--- src/rtl/ebus_pkg.sv ---
// Shared EBUS definitions: function codes, FSM states and function-class helpers.
package ebus_pkg;

  typedef logic [2:0] ebus_func_t;

  localparam ebus_func_t EBUS_CONO  = 3'd0;
  localparam ebus_func_t EBUS_CONI  = 3'd1;
  localparam ebus_func_t EBUS_DATAO = 3'd2;
  localparam ebus_func_t EBUS_DATAI = 3'd3;

  localparam int CNT_W = 10;

  typedef enum logic [1:0] {
    IDLE,
    SETUP,
    DEMAND,
    RELEASE
  } ebus_state_t;

  function automatic logic ebus_is_legal(input ebus_func_t f);
    return f < 3'd4;
  endfunction

  function automatic logic ebus_is_write(input ebus_func_t f);
    return (f == EBUS_CONO) || (f == EBUS_DATAO);
  endfunction

endpackage

--- src/rtl/ebus_sync.sv ---
// N-stage synchronizer with asynchronous active-low clear.
module ebus_sync #(
  parameter int N = 2
) (
  input  logic clk,
  input  logic rst_n,
  input  logic i_d,
  output logic o_q
);

  logic [N-1:0] r_sync;

  // NOTE: sequential state uses non-blocking assignments so every flop samples
  // the pre-edge value of its neighbour; blocking here would collapse the chain.
  always_ff @(posedge clk or negedge rst_n) begin
    if (!rst_n) r_sync <= '0;
    else        r_sync <= {r_sync[N-2:0], i_d};
  end

  assign o_q = r_sync[N-1];

endmodule

--- src/rtl/ebus_master.sv ---
// EBOX-side EBUS initiator: one CONO/CONI/DATAO/DATAI transaction at a time,
// DEMAND/XFER handshake with bounded waits and a timeout error report.
module ebus_master
  import ebus_pkg::*;
#(
  parameter int SETUP_CYC   = 2,
  parameter int TIMEOUT_CYC = 255,
  parameter int SYNC_STAGES = 2
) (
  input  logic        clk,
  input  logic        RESET_L,
  input  logic        REQ,
  input  logic [0:2]  REQ_FUNC,
  input  logic [0:6]  REQ_CS,
  input  logic [0:35] REQ_DATA,
  output logic        BUSY,
  output logic        DONE,
  output logic        TIMEOUT_ERR,
  output logic [0:35] RD_DATA,
  output logic [0:6]  EBUS_CS,
  output logic [0:2]  EBUS_FUNC,
  output logic        EBUS_DEMAND,
  output logic [0:35] EBUS_DATA_OUT,
  output logic        EBUS_DATA_OE,
  input  logic        EBUS_XFER,
  input  logic [0:35] EBUS_DATA_IN
);

  localparam logic [CNT_W-1:0] SETUP_LAST = CNT_W'(SETUP_CYC - 1);
  localparam logic [CNT_W-1:0] TO_LAST    = CNT_W'(TIMEOUT_CYC - 1);

  ebus_state_t      r_state, w_state_nxt;
  logic [CNT_W-1:0] r_cnt;
  logic             r_xfer_q, r_err, r_busy, r_done, r_timeout_err, r_demand, r_oe;
  logic [0:6]       r_cs;
  ebus_func_t       r_func;
  logic [0:35]      r_data_out, r_rd_data;

  logic       w_xfer_s, w_xfer_rise;
  ebus_func_t w_func;
  logic       w_accept, w_illegal, w_demand_on, w_stuck, w_rise_hit;
  logic       w_dem_to, w_rel_to, w_finish;

  ebus_sync #(.N(SYNC_STAGES)) u_xfer_sync (
    .clk   (clk),
    .rst_n (RESET_L),
    .i_d   (EBUS_XFER),
    .o_q   (w_xfer_s)
  );

  assign w_func      = REQ_FUNC;
  assign w_xfer_rise = w_xfer_s & ~r_xfer_q;

  always_ff @(posedge clk or negedge RESET_L) begin
    if (!RESET_L) r_state <= IDLE;
    else          r_state <= w_state_nxt;
  end

  // NOTE: every always_comb output gets a default first so no path leaves a
  // value unassigned, which would otherwise infer a latch.
  always_comb begin
    w_state_nxt = r_state;
    w_accept    = 1'b0;
    w_illegal   = 1'b0;
    w_demand_on = 1'b0;
    w_stuck     = 1'b0;
    w_rise_hit  = 1'b0;
    w_dem_to    = 1'b0;
    w_rel_to    = 1'b0;
    w_finish    = 1'b0;
    case (r_state)
      IDLE: begin
        // A REQ still held during the DONE cycle belongs to the finished transaction.
        if (REQ && !r_done) begin
          if (ebus_is_legal(w_func)) begin
            w_accept    = 1'b1;
            w_state_nxt = SETUP;
          end else begin
            w_illegal = 1'b1;
          end
        end
      end
      SETUP: begin
        if (r_cnt == SETUP_LAST) begin
          if (w_xfer_s) begin
            w_stuck     = 1'b1;
            w_state_nxt = RELEASE;
          end else begin
            w_demand_on = 1'b1;
            w_state_nxt = DEMAND;
          end
        end
      end
      DEMAND: begin
        if (w_xfer_rise) begin
          w_rise_hit  = 1'b1;
          w_state_nxt = RELEASE;
        end else if (r_cnt == TO_LAST) begin
          w_dem_to    = 1'b1;
          w_state_nxt = RELEASE;
        end
      end
      RELEASE: begin
        if (!w_xfer_s) begin
          w_finish    = 1'b1;
          w_state_nxt = IDLE;
        end else if (r_cnt == TO_LAST) begin
          w_finish    = 1'b1;
          w_rel_to    = 1'b1;
          w_state_nxt = IDLE;
        end
      end
      default: w_state_nxt = IDLE;
    endcase
  end

  always_ff @(posedge clk or negedge RESET_L) begin
    if (!RESET_L) begin
      r_cnt         <= '0;
      r_xfer_q      <= 1'b0;
      r_err         <= 1'b0;
      r_busy        <= 1'b0;
      r_done        <= 1'b0;
      r_timeout_err <= 1'b0;
      r_demand      <= 1'b0;
      r_oe          <= 1'b0;
      r_cs          <= '0;
      r_func        <= '0;
      r_data_out    <= '0;
      r_rd_data     <= '0;
    end else begin
      r_xfer_q      <= w_xfer_s;
      r_done        <= w_finish | w_illegal;
      r_timeout_err <= w_illegal | (w_finish & (r_err | w_rel_to));

      // Each wait state starts a fresh count; saturation keeps a long wait from wrapping.
      if (r_state == IDLE || w_state_nxt != r_state) r_cnt <= '0;
      else if (r_cnt != '1)                          r_cnt <= r_cnt + 1'b1;

      if (w_accept)                              r_err <= 1'b0;
      else if (w_stuck || w_dem_to || w_rel_to) r_err <= 1'b1;

      if (w_demand_on)                r_demand <= 1'b1;
      else if (w_rise_hit || w_dem_to) r_demand <= 1'b0;

      if (w_rise_hit && !ebus_is_write(r_func)) r_rd_data <= EBUS_DATA_IN;

      if (w_accept) begin
        r_busy     <= 1'b1;
        r_oe       <= ebus_is_write(w_func);
        r_cs       <= REQ_CS;
        r_func     <= w_func;
        r_data_out <= REQ_DATA;
      end else if (w_finish) begin
        r_busy <= 1'b0;
        r_oe   <= 1'b0;
        r_cs   <= '0;
        r_func <= '0;
      end
    end
  end

  assign BUSY          = r_busy;
  assign DONE          = r_done;
  assign TIMEOUT_ERR   = r_timeout_err;
  assign RD_DATA       = r_rd_data;
  assign EBUS_CS       = r_cs;
  assign EBUS_FUNC     = r_func;
  assign EBUS_DEMAND   = r_demand;
  assign EBUS_DATA_OUT = r_data_out;
  assign EBUS_DATA_OE  = r_oe;

endmodule
--- config.mk ---
export PLATFORM = sky130hd
export DESIGN_NAME = ebus_master
export DESIGN_NICKNAME = d
export VERILOG_FILES = /design/src/rtl/ebus_pkg.sv /design/src/rtl/ebus_sync.sv /design/src/rtl/ebus_master.sv
export SDC_FILE = /design/constraint.sdc
export NUM_CORES = 1
export LEC_CHECK = 0
export ABC_CLOCK_PERIOD_IN_PS = 2400
export CORE_MARGIN = 2
export CORE_UTILIZATION = 43
export DETAILED_ROUTE_END_ITERATION = 12
export PLACE_DENSITY = 0.81
export REMOVE_ABC_BUFFERS = 1
export SYNTH_ARGS = -nofsm -noshare
export SYNTH_HDL_FRONTEND = slang
export SYNTH_HIERARCHICAL = 1
export SYNTH_SLANG_ARGS = --single-unit
--- constraint.sdc ---
create_clock -name clk -period 2.4 [get_ports clk]
set_input_delay 0.24 -clock clk [delete_from_list [all_inputs] [get_ports clk]]
set_output_delay 0.24 -clock clk [all_outputs]
set_load 0.02 [all_outputs]
==> metrics.yaml <==
sta:
  hold_viol_final: 0
  fin_crit_sh_pct: 87.75
  setup_viol: 0
  setup_tns_ps: 0
  skew_ps: 16.81
  fin_ws_ps: 293.9
  max_freq_ghz: 0.4748
  worst_pin_slew_ps: 911.6
  slew_violations: 0
  period_needed_ps: 2106
  fin_hold_ws_ps: 307.6
  slew_headroom_pct: 38.94
  grt_setup_unrepaired: "no"
pwr:
  switchingPower_w: 0.002776
  p_leak_nw: 2.808
  seqPwrFrac_pct: 39.0
  swShare_pct: 37.56
  power.internal_w: 0.004615
  power.density_nw_per_um2: 1195
  power_w: 0.007391
  power_frac_clock_pct: 13.5
  ir_worst_vdd_mv: 0.6403
  pwr-share-comb_pct: 47.6
grt:
  overflow: 0
  grt_pass1_wl_um: 15950
  gr-usage-all-layers_pct: 19.73
  grt_antenna_before_repair: 0
  grt_max_degree: 62
  grt_pass1_vias: 3325
drt:
  via_count: 3307
  ant_nets: 0
  viasPerCell: 4.928
  routed_wl_um: 10280
  drc: 0
  routedWlPerCell_um: 15.32
  drt_iter0_markers: 90
  dr.pass1.iters: 4
min_path:
  min_path_type: "in -> reg"
  hold-path-cell-count: 1
layout:
  instances_no_fill: 671
  n_fill_cell: 705
  syn_to_final_growth_pct: 49.56
  multi_input_area_um2: 1458
  fin_nets: 626
  layout-drive-gt1-share_pct: 11.81
  diodes: 0
  seq_area_um2: 2577
clocking:
  tritoncts: "done"
  cts.sinks: 103
  clock-root-buffer: "clkbuf_8"
  numCtsBuffers: 9
  htree_num_levels: 3
  post_cts_buffers: 0
  clock_latency_ps: 370
  path_clk_slew_ps: 90
  clockBufferDepth: 2
die:
  io_pins: 173
  die_area_um2: 10420
  die_h_um: 102.1
  coreArea_um2: 9284
  die_w_um: 102.1
  initial_core_util_pct: 44.54
  rows: 35
critical_path:
  reg2regPathDepth: 6
  worstSetupPathType: "reg -> reg"
  arrival_ps: 2360
  path_max_fanout: 11
  endpoint_kind: "flop"
  crit_required_ps: 2650
  startpoint_type: "flop"
yosys:
  synth_edf_count: 0
  synth_ff_type: "dfrtp_1"
  postSynthCellCount: 364
  synth_seq_cells: 103
  synth_area_leaders: "dfrtp_1 (62%), nand2_1 (10%), mux2_2 (9.3%), a22o_1 (2.1%), nor2_1 (1.5%)"
  ys_seq_area_share_pct: 62.33
  synth.distinct_cells: 49
  synth_top_area_share_pct: 62.33
  postSynthAreaPerCell_um2: 11.36
  yosys_warnings: 6
  syn-cell-area_um2: 4135
  async_reset_ff_share_pct: 100.0
  synth_top_cell_by_area: "dfrtp_1"
placement:
  pre_cts_ws_ps: 306.6
  dp_hpwl_um: 7661
  io_buffers: 172
  dp.cells: 654
  place_congestion: 0.8048
job:
  maxCapViolCount: 0
run_status:
  status: "complete, no violations"
==> state kept, by name (all words and copies together), names as in the netlist <==
signal and cells:
TIMEOUT_ERR 1, r_err 1, RD_DATA 36, EBUS_DEMAND 1, EBUS_FUNC 3, u_xfer_sync/r_sync 2, DONE 1, r_state 2
EBUS_CS 7, EBUS_DATA_OE 1, BUSY 1, EBUS_DATA_OUT 36, r_xfer_q 1, r_cnt 10
==> worst paths after layout <==
check,from,endpoint,slack (ps)
worst max register to register,r_cnt[0]$_DFFE_PN0P_,EBUS_CS[3]$_DFFE_PN0P_,290
worst min-delay path,EBUS_XFER,u_xfer_sync/r_sync[0]$_DFF_PN0_,310
max in group asynchronous,RESET_L,u_xfer_sync/r_sync[1]$_DFF_PN0_,1190
min in group asynchronous,RESET_L,EBUS_DATA_OUT[9]$_DFFE_PN0P_,470
worst max-delay path,r_cnt[0]$_DFFE_PN0P_,EBUS_CS[3]$_DFFE_PN0P_,290
worst min register to register,u_xfer_sync/r_sync[0]$_DFF_PN0_,u_xfer_sync/r_sync[1]$_DFF_PN0_,370
==> Yosys cell counts (all sizes together) (2+ instances only) <==
master  count
nand2     114
dfrtp     103
mux2       36
nor2       17
buf        12
a22o       10
nor3        7
nand3       6
clkbuf      5
and3        4
nor2b       4
a31oi       3
ha          3
inv         3
mux2i       3
or3         3
a211oi      2
a21oi       2
and2        2
and4        2
nand2b      2
nor3b       2
nor4        2
o21ai       2
==> worst max-delay path, cell delays in order (launching register included) <==
cell	delay (ps)
dfrtp_1	450
inv_1	80
ha_1	130
or3b_1	380
o31ai_1	280
a31oi_1	370
a22o_1	290
==> power by group through the flow <==
stage                     logic, W  clock network [W]  registers, W
after CTS                  0.00356            0.00103       0.00288
after detailed placement   0.00356                  0       0.00291
after floorplan           0.000868                  0       0.00371
final                      0.00351           0.000997       0.00288
after global placement     0.00349                  0       0.00287
after global routing       0.00375            0.00109       0.00297
==> layout make-up <==
cell class	instances	share of cell area [%]
Sequential cell	103	41.68
Timing Repair Buffer	179	29.09
Multi-Input combinational cell	241	23.57
Tap cell	129	2.610
Clock buffer	9	2.003
Clock inverter	7	0.8699
Inverter	3	0.1821
==> per-stage QoR <==
step | utilization, % | instance area, µm²
after global routing | 66.62 | 6185
after global placement | 64.60 | 5997
final | 66.62 | 6185
after CTS | 66.62 | 6185
after detailed placement | 64.60 | 5997
after floorplan | - | 4046
==> cell families after synthesis <==
| family | count (synthesis) | synth area share (%) |
|---|---|---|
| adder cells (fa/ha/maj) | 3 | 0.9078 |
| multiplexers | 39 | 10.53 |
| buffers and inverters | 20 | 2.420 |
| flip-flops | 103 | 62.33 |
| AO/OA/AOI/OAI | 28 | 5.507 |
| XOR/XNOR | 1 | 0.2118 |
| AND/OR/NAND/NOR | 170 | 18.09 |
==> routing by layer <==
layer	global-route usage, %	part of all wire, %	up-vias
met5	0	0	-
met4	5.641	1.7	0
met3	5.609	7.3	13
met2	33.91	50	119
met1	24.44	41	1610
li1	-	-	1565
==> cell usage in the layout, fill, tap and decap left out, types with 2 or more instances in the layout <==
master,count
buf_4,5
o21ai_0,2
nor2b_1,4
and3_1,3
mux2i_1,3
ha_1,3
nor3b_1,2
nand2_1,114
nor3_1,7
dfrtp_1,103
clkinv_2,2
or3_1,2
nand2b_1,2
nor4_1,2
clkdlybuf4s50_1,171
a22o_1,10
nor2_1,16
clkinv_4,2
mux2_1,2
inv_6,3
inv_1,3
buf_12,2
a31oi_1,3
and2_1,2
clkbuf_8,9
nand3_1,6
mux2_2,34
==> timing repair <==
action / in CTS / in global routing
resized for setup: 0 / 0
hold buffers: 1 / 0
hold endpoints to repair: 60 / 0
endpoints found under the setup margin: 0 / 0
Note: power is estimated with default switching activity, not from simulation.
